<file path="src/rtl/fifo_read_drain.sv">
// fifo_read_drain: rclk-domain FIFO consumer that issues credit-gated reads into a
// 2-entry skid buffer and streams words out on valid/ready, with read/error counters.
module fifo_read_drain #(
  parameter int DATA_WIDTH = 8,
  parameter int CNT_WIDTH  = 16
) (
  input  logic                  rclk,
  input  logic                  rrst,
  input  logic                  enable,
  input  logic                  empty,
  input  logic                  read_error,
  input  logic [DATA_WIDTH-1:0] fifo_data,
  output logic                  r_en,
  output logic [DATA_WIDTH-1:0] m_data,
  output logic                  m_valid,
  input  logic                  m_ready,
  output logic [CNT_WIDTH-1:0]  rd_count,
  output logic [7:0]            err_count,
  output logic                  busy
);
  logic                  inflight_q;
  logic [1:0]            occ_q, occ_d;
  logic                  rd_ptr_q, wr_ptr_q;
  logic [DATA_WIDTH-1:0] buf_q [2];
  logic [CNT_WIDTH-1:0]  rd_count_q;
  logic [7:0]            err_count_q;
  logic                  pop;
  // occupancy after this cycle's capture and pop; a read is allowed only if it will fit
  assign pop      = m_valid & m_ready;
  assign occ_d    = occ_q + {1'b0, inflight_q} - {1'b0, pop};
  assign r_en     = enable & ~empty & ~rrst & (occ_d < 2'd2);
  assign m_valid  = occ_q != 2'd0;
  assign m_data   = buf_q[rd_ptr_q];
  assign busy     = inflight_q | m_valid;
  assign rd_count = rd_count_q;
  assign err_count = err_count_q;
  always_ff @(posedge rclk) begin
    if (rrst) begin
      inflight_q  <= 1'b0;
      occ_q       <= 2'd0;
      rd_ptr_q    <= 1'b0;
      wr_ptr_q    <= 1'b0;
      buf_q[0]    <= '0;
      buf_q[1]    <= '0;
      rd_count_q  <= '0;
      err_count_q <= '0;
    end else begin
      inflight_q  <= r_en;
      occ_q       <= occ_d;
      if (inflight_q) begin
        buf_q[wr_ptr_q] <= fifo_data;
        wr_ptr_q        <= ~wr_ptr_q;
      end
      if (pop) rd_ptr_q <= ~rd_ptr_q;
      rd_count_q  <= rd_count_q + CNT_WIDTH'(r_en);
      err_count_q <= err_count_q + 8'(read_error & ~&err_count_q);
    end
  end
endmodule

</file>
<file path="config.mk">
export PLATFORM = sky130hd
export DESIGN_NAME = fifo_read_drain
export DESIGN_NICKNAME = d
export VERILOG_FILES = /design/src/rtl/fifo_read_drain.sv
export SDC_FILE = /design/constraint.sdc
export NUM_CORES = 1
export LEC_CHECK = 0
export CAP_MARGIN = 20
export CELL_PAD_IN_SITES_DETAIL_PLACEMENT = 0
export CELL_PAD_IN_SITES_GLOBAL_PLACEMENT = 1
export CORE_MARGIN = 5
export CORE_UTILIZATION = 41
export DETAILED_ROUTE_END_ITERATION = 6
export PLACE_DENSITY_LB_ADDON = 0.1
export SLEW_MARGIN = 20
export SYNTH_ARGS = -nofsm -noshare
export SYNTH_HDL_FRONTEND = slang
export SYNTH_SLANG_ARGS = --single-unit
</file>
<file path="constraint.sdc">
create_clock -name rclk -period 9.7 [get_ports rclk]
set_input_delay 2.91 -clock rclk [delete_from_list [all_inputs] [get_ports rclk]]
set_output_delay 2.91 -clock rclk [all_outputs]
set_load 0.1 [all_outputs]
</file>
==> key figures <==
Worst hold path
  • Hold Crit Class: reg2reg
  • Worst Min Path Start: rd_count[12]
  • Hold path depth: 2
  • Hold worst-path end: rd_count[12]

Clock tree
  • H-tree Lvls: 2
  • TritonCTS Buffers: 5
  • Hold-fix buffers at CTS: 0
  • CTS tree: yes
  • Worst-path clk slew: about 80 ps
  • Clock root buffer: clkbuf_8
  • Cells resized by post-CTS repair: 0
  • CTS Buffer Depth: 2
  • Post-CTS Setup Inserts: 0
  • CTS sink cnt: 46
  • Worst-Skew Late Latency: roughly 290 ps

Global routing
  • Largest net degree at the start of global routing: 40
  • Total Routing Usage GR: 0.145
  • Vias in the first global route: 1608
  • Initial antenna violation count: 0
  • Grt total ovfl: 0
  • First-pass GRT wire length: approximately 7.4 mm

Finish
  • Layout cell share with drive strength beyond 1: 0.105
  • Final #Nets: between 200 and 300
  • Fillers: 423
  • Antenna cells: 0
  • Fin cells: ~310
  • Util after Layout: 0.559
  • Area growth, synth to finish: 31.3%
  • Design area: 0.00267 mm2

Synth
  • Area contributors post-synth: dfxtp_1 30%, edfxtp_1 24%, mux2_2 5.5%, and2_1 4.9%, ha_1 3.7%
  • Synth unique cells: 30
  • #FFs+latches synth: 46
  • Post-Syn Area: a little over 0.002 mm2
  • Synth top area share: 0.295
  • YS warnings: 0
  • Number of flops mapped to enable cells by yosys: 16
  • Synth Flop Type: dfxtp_1
  • Largest area contributor in the netlist: dfxtp_1
  • Synth async-reset ratio: 0
  • Avg Cell Area, Syn: between 10 and 15 um2
  • Synth Instances: roughly 190
  • Sequential cell area fraction in the yosys report: 0.531
  • Syn_nets: about 210
  • Top post-synthesis cells by count: 30 x dfxtp_1, 16 x and2_1, 16 x edfxtp_1
  • Most frequent cell after synthesis: dfxtp_1

Flow run
  • Max_cap viols: 0

Run status
  • Status: finished clean

STA
  • Worst Max-Slew Pin Slew: between 900 and 1000 ps
  • Fin Hold WS: between 500 and 600 ps
  • Unrepaired setup endpoints after global routing: false
  • Max Transition Viols Final: 0
  • Worst Clk Skew: 4.64 ps
  • Fin crit period: roughly 7800 ps
  • Final Setup Violations: 0
  • Max Fclk: 0.128 GHz
  • Max-slew headroom: 0.337
  • Final period util: 0.807
  • Final Hold Fails: 0
  • Final worst-path setup slack: about 1900 ps
  • Setup TNS: 0 ps

Pwr
  • Seq pwr share: 0.428
  • Switching power: about 0.21 mW
  • Clock power frac: 0.217
  • Int Pwr: around 0.32 mW
  • Pwr dens: between 150 and 200 mW/mm2
  • Comb power frac: 0.355
  • Power, Total: roughly 0.52 mW
  • Leakage: ~0.97 nW
  • Switch share: 0.396
  • Maximum VDD drop: approximately 0.00008 V

Die
  • Initial Util: 0.425
  • Die width: 80.5 um
  • Die Ht: between 80 and 90 um
  • Site Rows: 25
  • Ports: 49
  • Die Area: roughly 0.0065 mm2
  • Core ar.: approximately 0.0048 mm2

Setup path
  • Depth of the worst register-to-register path: 12
  • RR Startpoint: occ_q[1]
  • Buf/Inv on CP: 3
  • Startpoint Class: primary input
  • Crit Path Max Fanout: 3
  • CP Depth: 9
  • Crit path kind: in2out
  • Reg2reg setup slack: between 6000 and 7000 ps
  • Crit path largest cell delay: a little over 400 ps
  • R2r endpoint: rd_count[14]
  • CP endpoint kind: output pin
  • Worst path cell trace: clkdlybuf4s50_1 > o21a_1 > ha_1 > inv_1 > ha_1 > xnor2_1 > xnor2_1 > nor4b_2 > buf_4
  • Slowest cell on the critical path: clkdlybuf4s50_1
  • Worst EP required: ~6800 ps
  • Crit path DAT: roughly 4900 ps
  • Crit path max-delay family: buffers and inverters

Drt
  • Routed wire length: about 4.3 mm
  • Drt pass-1 iters: 4
  • Antenna viol nets, final: 0
  • Via density: 5.06
  • DR DRC count: 0
  • Wire per inst: about 14 um
  • Initial DRC count: 74
  • Vias: about 1500

Placement
  • Port bufs: 48
  • Placed cell area: between 0.002 and 0.003 mm2
  • Placer Congestion: roughly 0.73
  • Hpwl dp: between 3 and 4 mm
  • Placement Setup Slack: 1860 ps
  • Inst Count DP: ~300
==> layer usage <==
| layer | vias to the layer above | routed length [um] | track usage | share of wire |
|---|---|---|---|---|
| met5 | - | 0 | 0 | 0 |
| met4 | 0 | 38 | 0.0405 | 0.0088 |
| met3 | 2 | 251 | 0.0448 | 0.058 |
| met2 | 35 | 2120 | 0.247 | 0.49 |
| met1 | 741 | 1910 | 0.177 | 0.44 |
| li1 | 770 | - | - | - |
==> power by group through the flow <==
stage,registers (mW),logic (mW),clock network [mW]
after detailed placement,0.228,0.187,0
after floorplan,0.234,0.139,0
final,0.223,0.185,0.113
after global routing,0.226,0.195,0.126
after global placement,0.227,0.184,0
after CTS,0.224,0.187,0.118
==> area by class of cell <==
type / count / area (um2) / area share
multi-input combinational: 130 / 918 / 0.343
timing repair buffer: 49 / 485 / 0.182
inverter: 6 / 22.5 / 0.00842
tap: 67 / 83.8 / 0.0314
clock buffer: 6 / 72.6 / 0.0271
clock inverter: 2 / 10.0 / 0.00374
sequential: 46 / 1080 / 0.404
==> cells in the final DEF, fill, tap and decap left out, drive strengths merged, types with 5 or more instances in the layout <==
cell,instances
mux2,12
nand3,8
nand2,5
and2,16
inv,6
o21ai,6
xnor2,6
a21oi,10
or3,7
nand4,6
nor2b,9
clkdlybuf4s50,47
clkbuf,6
nor2,14
ha,6
edfxtp,16
dfxtp,30
==> logic make-up (layout without fill, tap and decap cells) <==
logic type               Yosys count  count (layout)  share of synthesized area
AO/OA/AOI/OAI                     23              23                     0.0652
XOR/XNOR                          10              10                     0.0430
adder cells (fa/ha/maj)            6               6                     0.0369
buffers and inverters             11              63                     0.0209
flip-flops                        46              46                      0.531
multiplexers                      12              12                     0.0664
AND/OR/NAND/NOR                   79              79                      0.237
==> worst min-delay path: cells and delay by family, from the launching register on <==
kind | cells | cell delay (ps)
flip-flops | 1 | 340
AO/OA/AOI/OAI | 2 | 130
==> flip-flops by register name (all words and copies together), names as in the netlist, named ones only <==
signal,count
occ_q,2
rd_count,16
inflight_q,1
rd_ptr_q,1
wr_ptr_q,1
buf_q,16
err_count,8
==> worst max-delay path by stage <==
stage             from   end  slack [ps]
6_report       m_ready  r_en        1870
5_1_grt        m_ready  r_en        1730
4_1_cts        m_ready  r_en        1840
3_5_place_dp   m_ready  r_en        1860
3_3_place_gp   m_ready  r_en        1970
2_1_floorplan  m_ready  r_en        1260
(Power assumes the default switching activity.)
